==> src/rtl/ccff_bitstream_loader_if.sv <==
// Host-side word bus into the configuration-chain loader.
// The host drives the word and its valid; the loader returns ready.
interface ccff_bitstream_loader_if #(
    parameter int WORD_W = 8
);
    logic [WORD_W-1:0] cfg_data;
    logic              cfg_valid;
    logic              cfg_ready;

    modport master (output cfg_data, output cfg_valid, input cfg_ready);
    modport slave  (input cfg_data, input cfg_valid, output cfg_ready);
endinterface

==> src/rtl/ccff_bitstream_loader.sv <==
// Configuration-chain driver: serializes host words MSB first onto ccff_head, qualified by ccff_shift_en.
// Optional CCFF_TAIL_CHECK_EN: after a full load, compare ccff_tail against the first bit shifted.
module ccff_bitstream_loader #(
    parameter int CHAIN_LEN = 2048,
    parameter int WORD_W    = 8
) (
    input  logic                   prog_clk,
    input  logic                   reset_n,
    input  logic                   start,
    input  logic                   abort,
    ccff_bitstream_loader_if.slave cfg,
    output logic                   ccff_head,
    output logic                   ccff_shift_en,
    input  logic                   ccff_tail,
    output logic                   busy,
    output logic                   done,
    output logic                   chk_err
);
    localparam int CW = $clog2(CHAIN_LEN + 1);
    localparam int WW = $clog2(WORD_W + 1);
    localparam logic [CW-1:0] BIT_LAST  = CW'(CHAIN_LEN);
    localparam logic [CW-1:0] BIT_ONE   = CW'(1);
    localparam logic [WW-1:0] WBIT_FULL = WW'(WORD_W);
    localparam logic [WW-1:0] WBIT_ONE  = WW'(1);

    // states: IDLE wait start | FETCH want a word | SHIFT head bit valid | DONE one-cycle done
    typedef enum logic [1:0] {
        ST_IDLE  = 2'd0,
        ST_FETCH = 2'd1,
        ST_SHIFT = 2'd2,
        ST_DONE  = 2'd3
    } state_t;

    state_t            state_q, state_d;
    logic [WORD_W-1:0] sreg_q, sreg_d;
    logic [WW-1:0]     wbit_q, wbit_d;
    logic [CW-1:0]     bit_cnt_q, bit_cnt_d;
    logic              head_q, head_d;
    logic              shift_en_q, shift_en_d;
    logic              busy_q, busy_d;
    logic              done_q, done_d;
    logic              ready;

`ifdef CCFF_TAIL_CHECK_EN
    logic              chk_err_q, chk_err_d;
    logic              first_bit_q, first_bit_d;
`endif

    // Registered head/shift_en describe the bit on the wire this cycle, so bit_cnt/wbit
    // already include that bit; the chain captures it on the closing edge.
    always_comb begin
        state_d    = state_q;
        sreg_d     = sreg_q;
        wbit_d     = wbit_q;
        bit_cnt_d  = bit_cnt_q;
        head_d     = head_q;
        shift_en_d = 1'b0;
        done_d     = 1'b0;
        ready      = 1'b0;
`ifdef CCFF_TAIL_CHECK_EN
        chk_err_d   = chk_err_q;
        first_bit_d = first_bit_q;
`endif
        unique case (state_q)
            ST_IDLE: begin
                if (start && !abort) begin
                    state_d   = ST_FETCH;
                    bit_cnt_d = '0;
`ifdef CCFF_TAIL_CHECK_EN
                    chk_err_d = 1'b0;
`endif
                end
            end
            ST_FETCH: ready = 1'b1;
            ST_SHIFT: begin
                if (bit_cnt_q == BIT_LAST) begin
                    state_d = ST_DONE;
                    done_d  = 1'b1;
                end else if (wbit_q == WBIT_ONE) begin
                    ready = 1'b1;
                    if (!cfg.cfg_valid) state_d = ST_FETCH;
                end else begin
                    head_d     = sreg_q[WORD_W-1];
                    sreg_d     = sreg_q << 1;
                    wbit_d     = wbit_q - WBIT_ONE;
                    bit_cnt_d  = bit_cnt_q + BIT_ONE;
                    shift_en_d = 1'b1;
                end
            end
            ST_DONE: begin
                state_d = ST_IDLE;
`ifdef CCFF_TAIL_CHECK_EN
                if (ccff_tail != first_bit_q) chk_err_d = 1'b1;
`endif
            end
            default: state_d = ST_IDLE;
        endcase

        if (abort && state_q != ST_IDLE) begin
            state_d    = ST_IDLE;
            ready      = 1'b0;
            shift_en_d = 1'b0;
            done_d     = 1'b0;
`ifdef CCFF_TAIL_CHECK_EN
            chk_err_d  = chk_err_q;
`endif
        end

        if (ready && cfg.cfg_valid) begin
            state_d    = ST_SHIFT;
            head_d     = cfg.cfg_data[WORD_W-1];
            sreg_d     = cfg.cfg_data << 1;
            wbit_d     = WBIT_FULL;
            bit_cnt_d  = bit_cnt_q + BIT_ONE;
            shift_en_d = 1'b1;
`ifdef CCFF_TAIL_CHECK_EN
            if (bit_cnt_q == '0) first_bit_d = cfg.cfg_data[WORD_W-1];
`endif
        end

        busy_d = (state_d != ST_IDLE);
    end

    always_ff @(posedge prog_clk or negedge reset_n) begin
        if (!reset_n) begin
            state_q    <= ST_IDLE;
            sreg_q     <= '0;
            wbit_q     <= '0;
            bit_cnt_q  <= '0;
            head_q     <= 1'b0;
            shift_en_q <= 1'b0;
            busy_q     <= 1'b0;
            done_q     <= 1'b0;
        end else begin
            state_q    <= state_d;
            sreg_q     <= sreg_d;
            wbit_q     <= wbit_d;
            bit_cnt_q  <= bit_cnt_d;
            head_q     <= head_d;
            shift_en_q <= shift_en_d;
            busy_q     <= busy_d;
            done_q     <= done_d;
        end
    end

`ifdef CCFF_TAIL_CHECK_EN
    always_ff @(posedge prog_clk or negedge reset_n) begin
        if (!reset_n) begin
            chk_err_q   <= 1'b0;
            first_bit_q <= 1'b0;
        end else begin
            chk_err_q   <= chk_err_d;
            first_bit_q <= first_bit_d;
        end
    end

    assign chk_err = chk_err_q;
`else
    logic unused_tail;
    assign unused_tail = ccff_tail;
    assign chk_err     = 1'b0;
`endif

    assign cfg.cfg_ready = ready;
    assign ccff_head     = head_q;
    assign ccff_shift_en = shift_en_q;
    assign busy          = busy_q;
    assign done          = done_q;
endmodule

==> src/flat_wrapper.sv <==
// flat-port wrapper written by rule: the top's interface ports become plain ports
module ccff_bitstream_loader_flat 
#(
    parameter int CHAIN_LEN = 2048,
    parameter int WORD_W    = 8
)
  (prog_clk, reset_n, start, abort, ccff_head, ccff_shift_en, ccff_tail, busy, done, chk_err, cfg_cfg_data, cfg_cfg_valid, cfg_cfg_ready);
  ccff_bitstream_loader_if #(.WORD_W(WORD_W)) cfg_i ();
  input  logic prog_clk;
  input  logic reset_n;
  input  logic start;
  input  logic abort;
  output logic ccff_head;
  output logic ccff_shift_en;
  input  logic ccff_tail;
  output logic busy;
  output logic done;
  output logic chk_err;
  input wire logic [$bits(cfg_i.cfg_data)-1:0] cfg_cfg_data;
  input wire logic [$bits(cfg_i.cfg_valid)-1:0] cfg_cfg_valid;
  output wire logic [$bits(cfg_i.cfg_ready)-1:0] cfg_cfg_ready;
  assign cfg_i.cfg_data = cfg_cfg_data;
  assign cfg_i.cfg_valid = cfg_cfg_valid;
  assign cfg_cfg_ready = cfg_i.cfg_ready;
  ccff_bitstream_loader #(.CHAIN_LEN(CHAIN_LEN), .WORD_W(WORD_W)) u_core (.prog_clk(prog_clk), .reset_n(reset_n), .start(start), .abort(abort), .cfg(cfg_i), .ccff_head(ccff_head), .ccff_shift_en(ccff_shift_en), .ccff_tail(ccff_tail), .busy(busy), .done(done), .chk_err(chk_err));
endmodule
==> config.mk <==
export PLATFORM = sky130hd
export DESIGN_NAME = ccff_bitstream_loader_flat
export DESIGN_NICKNAME = d
export VERILOG_FILES = /design/src/rtl/ccff_bitstream_loader_if.sv /design/src/rtl/ccff_bitstream_loader.sv /design/src/flat_wrapper.sv
export SDC_FILE = /design/constraint.sdc
export NUM_CORES = 1
export LEC_CHECK = 0
export ABC_CLOCK_PERIOD_IN_PS = 2650
export CAP_MARGIN = 20
export CORE_MARGIN = 1.5
export CORE_UTILIZATION = 35
export DETAILED_ROUTE_END_ITERATION = 6
export SLEW_MARGIN = 5
export SYNTH_ARGS = -nofsm -noshare
export SYNTH_HDL_FRONTEND = slang
export SYNTH_SLANG_ARGS = --single-unit
==> constraint.sdc <==
create_clock -name prog_clk -period 2.65 [get_ports prog_clk]
set_input_delay 0.53 -clock prog_clk [delete_from_list [all_inputs] [get_ports prog_clk]]
set_output_delay 0.53 -clock prog_clk [all_outputs]
set_load 0.005 [all_outputs]
==> summary.txt <==
Status
  • Outcome: finished clean

Routing
  • Wire per inst: 12.6 um
  • DRT iter0 DRCs: 67
  • Post-route antenna net violation count: 0
  • Vias post-DR: 1412
  • Routed WL: 3550 um
  • DRC: 0
  • Drt first pass iters: 4
  • DR vias/cell: 5.02

Floorplanning
  • Row count: 25
  • DIE HEIGHT: 74.3 um
  • Die X: 74.3 um
  • Die area: 5510 um^2
  • Initial Util: 36.9%
  • Core Area: 4820 um^2
  • Ports: 20

Placement
  • Post-Place Worst Slack: 0.207 ns
  • Gpl congestion: 0.803
  • Dpl cells: 269
  • Placed wire-length estimate: 2500 um
  • Port bufs: 17

Timing
  • Final Hold Vio Count: 0
  • Final setup vio count: 0
  • Count of pins over their slew limit: 0
  • Setup TNS: 0 ns
  • Fin worst setup slack: 0.123 ns
  • Highest clock rate: 396 MHz
  • Min Tclk post-route: 2.53 ns
  • RSZ-0062 raised after global routing: false
  • Clock skew: 0.00868 ns
  • Fin crit share: 95.3%

Layout
  • Core Util, Final: 44.5%
  • Commonest cells after routing, fill and taps aside: 29 x dfrtp_1, 21 x o21ai_0, 21 x nand2_1, 17 x clkdlybuf4s50_1, 15 x nor2_1
  • Final Non-Filler Cells: 281
  • Final nets: 235
  • Area Overhead vs Synth: 20.6%
  • Most common cell after layout, fill and taps aside: dfrtp_1
  • Ant diodes: 0
  • Fraction of layout cells with a size suffix above 1: 16.8%

Synthesis
  • Mapped Area: 1780 um^2
  • Mapped Avg Cell Area: 9.55 um^2
  • Post-synth EDFFs: 0
  • Post-synth net total: 208
  • Synthesized flop and latch total: 29
  • Async set-reset flop share out of synthesis: 100%
  • Warnings from Yosys: 0
  • Synth unique cells: 45
  • Prevailing post-synth register cell: dfrtp_1
  • Sequential element share of the synthesized area: 40.8%
  • Mapped Cells: 186

CTS
  • Largest buffer count on any clock path: 2
  • Root buf cell: clkbuf_8
  • Clock-pin slew on the worst setup and hold paths: 0.06 ns
  • CTS sink count: 29
  • CTS tree: done
  • Clock H-tree levels: 2
  • Clock Latency Late Sink: 0.28 ns
  • CTS Buf Count: 5

Global routing
  • GR Overflow Total: 0
  • Gr usage total: 15.4%
  • Vias in the first global route: 1393
  • First-pass GRT wire length: 6440 um
  • Initial antenna violation count: 0
  • Largest net degree at the start of global routing: 30

Worst hold path
  • Hold Path End: u_core.sreg_q[1]$_DFFE_PN0P_
  • Worst Hold Path Cells: 1
  • Hold wc startpoint: u_core.sreg_q[1]$_DFFE_PN0P_
  • Worst Hold Class: register to register

Worst setup path
  • Crit Path Max Fanout: 4
  • Crit path DAT: 2.00 ns
  • Worst R2R Start: u_core.state_q[1]$_DFF_PN0_
  • R2R depth: 7
  • Worst Setup Start Kind: register
  • Crit Path Category: register to output pin
  • Crit path required time: 2.12 ns
  • Worst reg2reg endpoint: u_core.bit_cnt_q[11]$_DFFE_PN0P_
  • Worst setup EP type: output pin
  • Reg-to-reg slack, setup: 0.46 ns

Power and ir drop
  • Peak VDD IR: 408 uV
  • Leak pwr: 0.893 nW
  • Power Dens Cells: 888 nW/um^2

Run
  • Max Cap Violations: 0
## where the power goes
group | total [mW] | switching, mW | leakage (nW) | internal, mW
clock network | 0.350 | 0.164 | 0.0395 | 0.186
registers | 0.656 | 0.0863 | 0.380 | 0.570
logic | 0.897 | 0.477 | 0.474 | 0.420
total | 1.90 | 0.728 | 0.893 | 1.18
## kinds of logic (layout without fill, tap and decap cells)
logic type               after synthesis  count (layout)  synth area share, %
AND/OR/NAND/NOR                       69              69                 21.8
AO/OA/AOI/OAI                         51              51                 20.6
flip-flops                            29              29                 40.8
buffers and inverters                 18              46                 5.42
adder cells (fa/ha/maj)                8               8                 5.63
multiplexers                           7               7                 3.94
XOR/XNOR                               3               3                 1.48
other                                  1               1                0.211
## synth_stat cells (2+ instances only)
master,count,share of area (%)
buf_4,3,1.3
a31oi_1,3,1.1
o31ai_1,5,2.1
nand2_1,21,4.4
buf_2,2,0.56
inv_2,2,0.42
inv_1,8,1.7
buf_6,2,1.3
xnor2_1,2,0.99
nand2b_1,2,0.70
o41ai_2,3,2.7
nor3_2,2,1.1
ha_1,8,5.6
o21ai_0,21,5.9
nand4_1,2,0.70
a21oi_1,2,0.56
nor2_1,15,3.2
dfrtp_1,29,41
o21ai_1,7,2.0
and3_1,4,1.4
nor3_1,5,1.4
nand3_1,9,2.5
mux2i_1,7,3.9
## per-layer routing
metal	share of wire (%)	wire length, um	GRT usage [%]
met1	50	1780	20.7
met2	44	1570	23.0
met3	2.6	94	3.39
met4	3.1	110	8.69
met5	0	0	0
## critical path: stages, from the launching register on
cell and delay (ns):
dfrtp_1 0.39, inv_1 0.06, ha_1 0.18, nor4bb_4 0.16
a31oi_2 0.23, a21oi_1 0.09, nor2_1 0.10, clkdlybuf4s50_1 0.51
## state kept, by name (all words and copies together) (netlist names)
name	count
u_core.bit_cnt_q	12
u_core.busy	1
u_core.ccff_head	1
u_core.ccff_shift_en	1
u_core.done	1
u_core.sreg_q	7
u_core.state_q	2
u_core.wbit_q	4
## worst max path at each step
stage               slack, ns                       startpoint  cells past startpoint                          endpoint
floorplan                0.71      u_core.state_q[0]$_DFF_PN0_                      8  u_core.bit_cnt_q[10]$_DFFE_PN0P_
global placement         0.23                    cfg_cfg_valid                      6   u_core.bit_cnt_q[6]$_DFFE_PN0P_
global route             0.01  u_core.bit_cnt_q[1]$_DFFE_PN0P_                      7                     cfg_cfg_ready
finish                   0.12  u_core.bit_cnt_q[1]$_DFFE_PN0P_                      7                     cfg_cfg_ready
detailed placement       0.21                    cfg_cfg_valid                      6  u_core.bit_cnt_q[11]$_DFFE_PN0P_
CTS                      0.02  u_core.bit_cnt_q[0]$_DFFE_PN0P_                      7                     cfg_cfg_ready
## metrics by stage
step	hold WS [ns]	cell area, um^2	power, mW
2_1_floorplan	0.234	1780	1.29
3_3_place_gp	0.482	2020	1.53
3_5_place_dp	0.490	2020	1.53
4_1_cts	0.507	2110	1.89
5_1_grt	0.543	2140	2.08
6_report	0.506	2140	1.90
## repair_timing
item,4_1_cts,5_1_grt
resized for setup,1,2
setup endpoints to repair,1,1
endpoints found under the hold margin,0,0
buffers inserted,0,4
hold buffers,0,0
pin swaps,0,1
## final cells by class
| cell class | count | area [um^2] |
|---|---|---|
| tap | 67 | 83.8 |
| fill | 496 | 2670 |
| timing repair buffer | 28 | 253 |
| clock buffer | 8 | 80.1 |
| multi-input combinational | 139 | 963 |
| inverter | 10 | 37.5 |
| sequential | 29 | 726 |
Power figures use the tool's default switching activity.
